--- src/rtl/mux_scan_pkg.sv ---
// mux_scan_pkg: shared state encoding and default widths for the mux select sequencer
package mux_scan_pkg;
  typedef enum logic [1:0] {IDLE = 2'd0, SEEK = 2'd1, SETTLE = 2'd2, DWELL = 2'd3} state_t;
  localparam int SEL_W_DEF = 3;
  localparam int DWELL_W_DEF = 8;
endpackage

--- src/rtl/mux_scan_seq_next_en_ch.sv ---
// next_en_ch: lowest enabled channel at or above base, wrapping modulo 2**SEL_W
module next_en_ch import mux_scan_pkg::*; #(
  parameter int SEL_W = SEL_W_DEF
) (
  input  logic [2**SEL_W-1:0] mask,
  input  logic [SEL_W-1:0]    base,
  output logic [SEL_W-1:0]    idx,
  output logic                found,
  output logic                wrapped
);
  always_comb begin
    idx = '0;
    found = 1'b0;
    for (int i = 2**SEL_W - 1; i >= 0; i--)
      if (mask[SEL_W'(base + SEL_W'(i))]) begin
        idx = SEL_W'(base + SEL_W'(i));
        found = 1'b1;
      end
    wrapped = found && (idx < base);
  end
endmodule

--- src/rtl/mux_scan_seq.sv ---
// mux_scan_seq: scans enabled channels driving mux2_1 select lines; MUX_SCAN_SETTLE_EN adds a blanking cycle
module mux_scan_seq import mux_scan_pkg::*; #(
  parameter int SEL_W = SEL_W_DEF,
  parameter int DWELL_W = DWELL_W_DEF
) (
  input  logic                clk,
  input  logic                rst,
  input  logic                start,
  input  logic                stop,
  input  logic [2**SEL_W-1:0] ch_en,
  input  logic [DWELL_W-1:0]  dwell,
  output logic [SEL_W-1:0]    a,
  output logic                sel_valid,
  output logic                sample,
  output logic                frame_done,
  output logic                busy
);
  localparam int N = 2**SEL_W;
`ifdef MUX_SCAN_SETTLE_EN
  localparam state_t AFTER_SEEK = SETTLE;
`else
  localparam state_t AFTER_SEEK = DWELL;
`endif
  state_t state, nxt_state;
  logic [SEL_W-1:0] base, nxt_base, nxt_a, seek_idx;
  logic [N-1:0] mask_r, nxt_mask;
  logic [DWELL_W-1:0] cnt, nxt_cnt;
  logic stop_l, seek_found, wrap_unused, last_ch, nxt_sample;
  next_en_ch #(.SEL_W(SEL_W)) u_next (
    .mask(ch_en),
    .base(base),
    .idx(seek_idx),
    .found(seek_found),
    .wrapped(wrap_unused)
  );
  always_comb begin
    nxt_state = state;
    nxt_base = base;
    nxt_a = a;
    nxt_cnt = cnt;
    nxt_mask = mask_r;
    case (state)
      IDLE:
        if (start && |ch_en) begin
          nxt_state = SEEK;
          nxt_base = '0;
        end
      SEEK: begin
        nxt_mask = ch_en;
        nxt_state = seek_found ? AFTER_SEEK : IDLE;
        nxt_a = seek_found ? seek_idx : a;
        nxt_cnt = (dwell == '0) ? '0 : dwell - 1'b1;
      end
      SETTLE: nxt_state = DWELL;
      DWELL:
        if (cnt == '0) begin
          nxt_base = a + 1'b1;
          nxt_state = (stop_l || stop) ? IDLE : SEEK;
        end else
          nxt_cnt = cnt - 1'b1;
    endcase
  end
  // outputs are registered from next-state so they line up with the cycle they describe
  assign last_ch = ((nxt_mask >> nxt_a) >> 1) == '0;
  assign nxt_sample = (nxt_state == DWELL) && (nxt_cnt == '0);
  always_ff @(posedge clk) begin
    if (rst) begin
      state <= IDLE;
      base <= '0;
      a <= '0;
      cnt <= '0;
      mask_r <= '0;
      stop_l <= 1'b0;
      sel_valid <= 1'b0;
      sample <= 1'b0;
      frame_done <= 1'b0;
      busy <= 1'b0;
    end else begin
      state <= nxt_state;
      base <= nxt_base;
      a <= nxt_a;
      cnt <= nxt_cnt;
      mask_r <= nxt_mask;
      stop_l <= (nxt_state != IDLE) && (stop_l || (stop && state != IDLE));
      sel_valid <= nxt_state == DWELL;
      sample <= nxt_sample;
      frame_done <= nxt_sample && last_ch;
      busy <= nxt_state != IDLE;
    end
  end
endmodule

--- config.mk ---
export PLATFORM = sky130hd
export DESIGN_NAME = mux_scan_seq
export DESIGN_NICKNAME = d
export VERILOG_FILES = /design/src/rtl/mux_scan_pkg.sv /design/src/rtl/mux_scan_seq_next_en_ch.sv /design/src/rtl/mux_scan_seq.sv
export SDC_FILE = /design/constraint.sdc
export NUM_CORES = 1
export LEC_CHECK = 0
export CAP_MARGIN = 20
export CELL_PAD_IN_SITES_DETAIL_PLACEMENT = 1
export CELL_PAD_IN_SITES_GLOBAL_PLACEMENT = 2
export CORE_MARGIN = 2
export CORE_UTILIZATION = 43
export CTS_BUF_LIST = sky130_fd_sc_hd__clkbuf_8 sky130_fd_sc_hd__clkbuf_16
export CTS_CLUSTER_SIZE = 14
export DETAILED_ROUTE_END_ITERATION = 6
export DONT_BUFFER_PORTS = 1
export PLACE_DENSITY = 0.95
export SKIP_CTS_REPAIR_TIMING = 1
export SLEW_MARGIN = 20
export SYNTH_ARGS = -nofsm -noshare
export SYNTH_HDL_FRONTEND = slang
export SYNTH_HIERARCHICAL = 1
export SYNTH_SLANG_ARGS = --single-unit
--- constraint.sdc ---
create_clock -name clk -period 8.1 [get_ports clk]
set_clock_uncertainty 0.1 [all_clocks]
set_input_delay 0.81 -clock clk [delete_from_list [all_inputs] [get_ports clk]]
set_output_delay 0.81 -clock clk [all_outputs]
set_load 0.02 [all_outputs]
==> flow_summary.yaml <==
outcome:
  status: "complete, no violations"
drt:
  postRouteAntennaNets: 0
  dr.pass1.iters: 4
  highest_layer: "met4"
  post_drt_via_cell_ratio: 6.49
  num_vias: 2572
  wl_per_cell_um: 20.3
  wl_met3_um: 269
  m1WireLength_um: 3400
  drc: 0
  routed-wl-met2_um: 4270
  wl_um: 8030
  drt_iter0_drc: 173
critical_path:
  critPathMaxFanout: 14
  regToRegSetupSlack_ps: 4610
  start_kind: "register"
  reg2reg_from: "base[0]"
  crit_type: "reg2reg"
  startpoint: "base[0]"
  cp.required_ps: 8190
  cp.arrival_ps: 3590
  critPathCaptureType: "register"
final_layout:
  synthToLayoutAreaGrowth_pct: 1.22
  seqCellArea_um2: 561
  drive_gt1_frac: 0.157
  fillers: 769
  final_nets: 346
  postLayoutCoreUtil: 0.454
  multi_input_area_um2: 2100
  num_antenna_cells: 0
clock_tree:
  clkLatencyLatePin_ps: 280
  cts_root_buf: "clkbuf_8"
  htree_levels: 1
  clock_path_buffers: 2
  cts_sinks: 28
  cts_tree: "yes"
  numCtsBuffers: 3
  clk_pin_slew_ps: 90
sta:
  fin_crit_ps: 3490
  fmax_ghz: 0.286
  grt_setup_unrepaired: "false"
  whs_ps: 363
  tightest_slew_ps: 707
  setup_viol_count_final: 0
  period_share: 0.431
  slew_headroom: 0.516
  slew_violations: 0
  report.final.hold_viol_count: 0
  tns_ps: 0
grt:
  grt_start_max_net_pins: 30
  overflow: 0
  grt_usage: 0.229
  antenna_found_initial: 0
  grt_pass1_vias: 2612
  grt_pass1_wl_um: 13500
floorplanning:
  rows: 29
  die_width_um: 85.6
  start_util: 0.449
  die_y_um: 85.6
  coreArea_um2: 6390
  die-area_um2: 7340
  ios: 27
synthesis:
  syn-num-nets: 363
  netlist_instances: 337
  synth_area_um2: 2870
  ys_warn_count: 6
  avgSynthCellArea_um2: 8.51
power_and_ir_drop:
  ir_drop_v: 0.000115
  seqPwrFrac: 0.392
  leakage_nw: 1.05
  internal_power_mw: 0.288
  switchingPower_mw: 0.181
  p_comb_frac: 0.419
  clkPwrFrac: 0.189
  power-per-cell-area_nw_per_um2: 161
  switching_share: 0.386
hold_path:
  hold_start: "mask_r[4]"
  hp-class: "reg2reg"
place:
  io_buffers: 0
  place_congestion: 0.854
  dp_hpwl_um: 5980
flow_run:
  cap_violations: 0
metal layers:
layer | up-vias | global-route usage
li1 | 1221 | -
met1 | 1278 | 0.294
met2 | 62 | 0.409
met3 | 11 | 0.0279
met4 | 0 | 0.0548
met5 | - | 0
power groups by stage:
| stage | clock, mW | combinational [mW] | sequential [mW] |
|---|---|---|---|
| after CTS | 0.0916 | 0.196 | 0.183 |
| after global routing | 0.0961 | 0.218 | 0.186 |
| final | 0.0885 | 0.196 | 0.184 |
| after detailed placement | 0 | 0.194 | 0.186 |
| after global placement | 0 | 0.190 | 0.186 |
| after floorplan | 0 | 0.173 | 0.176 |
placed cells by master, fill, tap and decap left out, drive strengths merged, types with 3 or more instances in the layout:
master  count
nor3b       4
nand2b      4
and2b       3
nand3       4
a31oi       6
buf         3
ha          6
inv        16
a211o       3
o211ai      3
or4         3
o22ai       4
a21oi      19
o22a        3
nor4        9
mux2        9
mux4       14
o21a        4
nor2       33
nor2b       6
xnor2       6
dfxtp      28
mux2i      24
a211oi      7
nor3       11
nand2      28
o21ai      15
clkbuf      4
and3        5
flip-flops by register name, summed over array words and instances (netlist names):
| signal | flops |
|---|---|
| sample | 1 |
| mask_r | 7 |
| stop_l | 1 |
| base | 3 |
| frame_done | 1 |
| cnt | 8 |
| a | 3 |
| busy | 1 |
| state | 2 |
| sel_valid | 1 |
worst paths after layout:
path                endpoint  cells past startpoint
setup / recovery  frame_done                     13
hold / removal     mask_r[4]                      2
setup reg to reg  frame_done                     13
hold reg to reg    mask_r[4]                      2
final cells by class:
cell class,instances,share of cell area
Multi-Input combinational cell,267,0.725
Sequential cell,28,0.193
Tap cell,77,0.0332
Inverter,17,0.0220
Clock buffer,4,0.0190
Timing Repair Buffer,3,0.00776
critical path, cell delays in order, from the launching register on:
cell       delay [ps]
dfxtp_1           360
inv_2              80
ha_1              660
mux4_2            440
a211o_1           330
a22o_1            180
a21oi_1           150
o22a_1            210
mux2i_1            90
a211oi_1          280
a21o_1            140
o21a_1            120
o2bb2ai_1          70
nor4_2            200
through the flow:
step                      cells  cell area, µm²  worst slack (ps)  power (mW)
after floorplan             337            2870              4550       0.349
after global placement      392            2850              4810       0.376
after detailed placement    392            2850              4660       0.380
after CTS                   396            2900              4610       0.471
after global routing        396            2900              4380       0.500
final                       396            2900              4610       0.469
(Power assumes the default switching activity.)
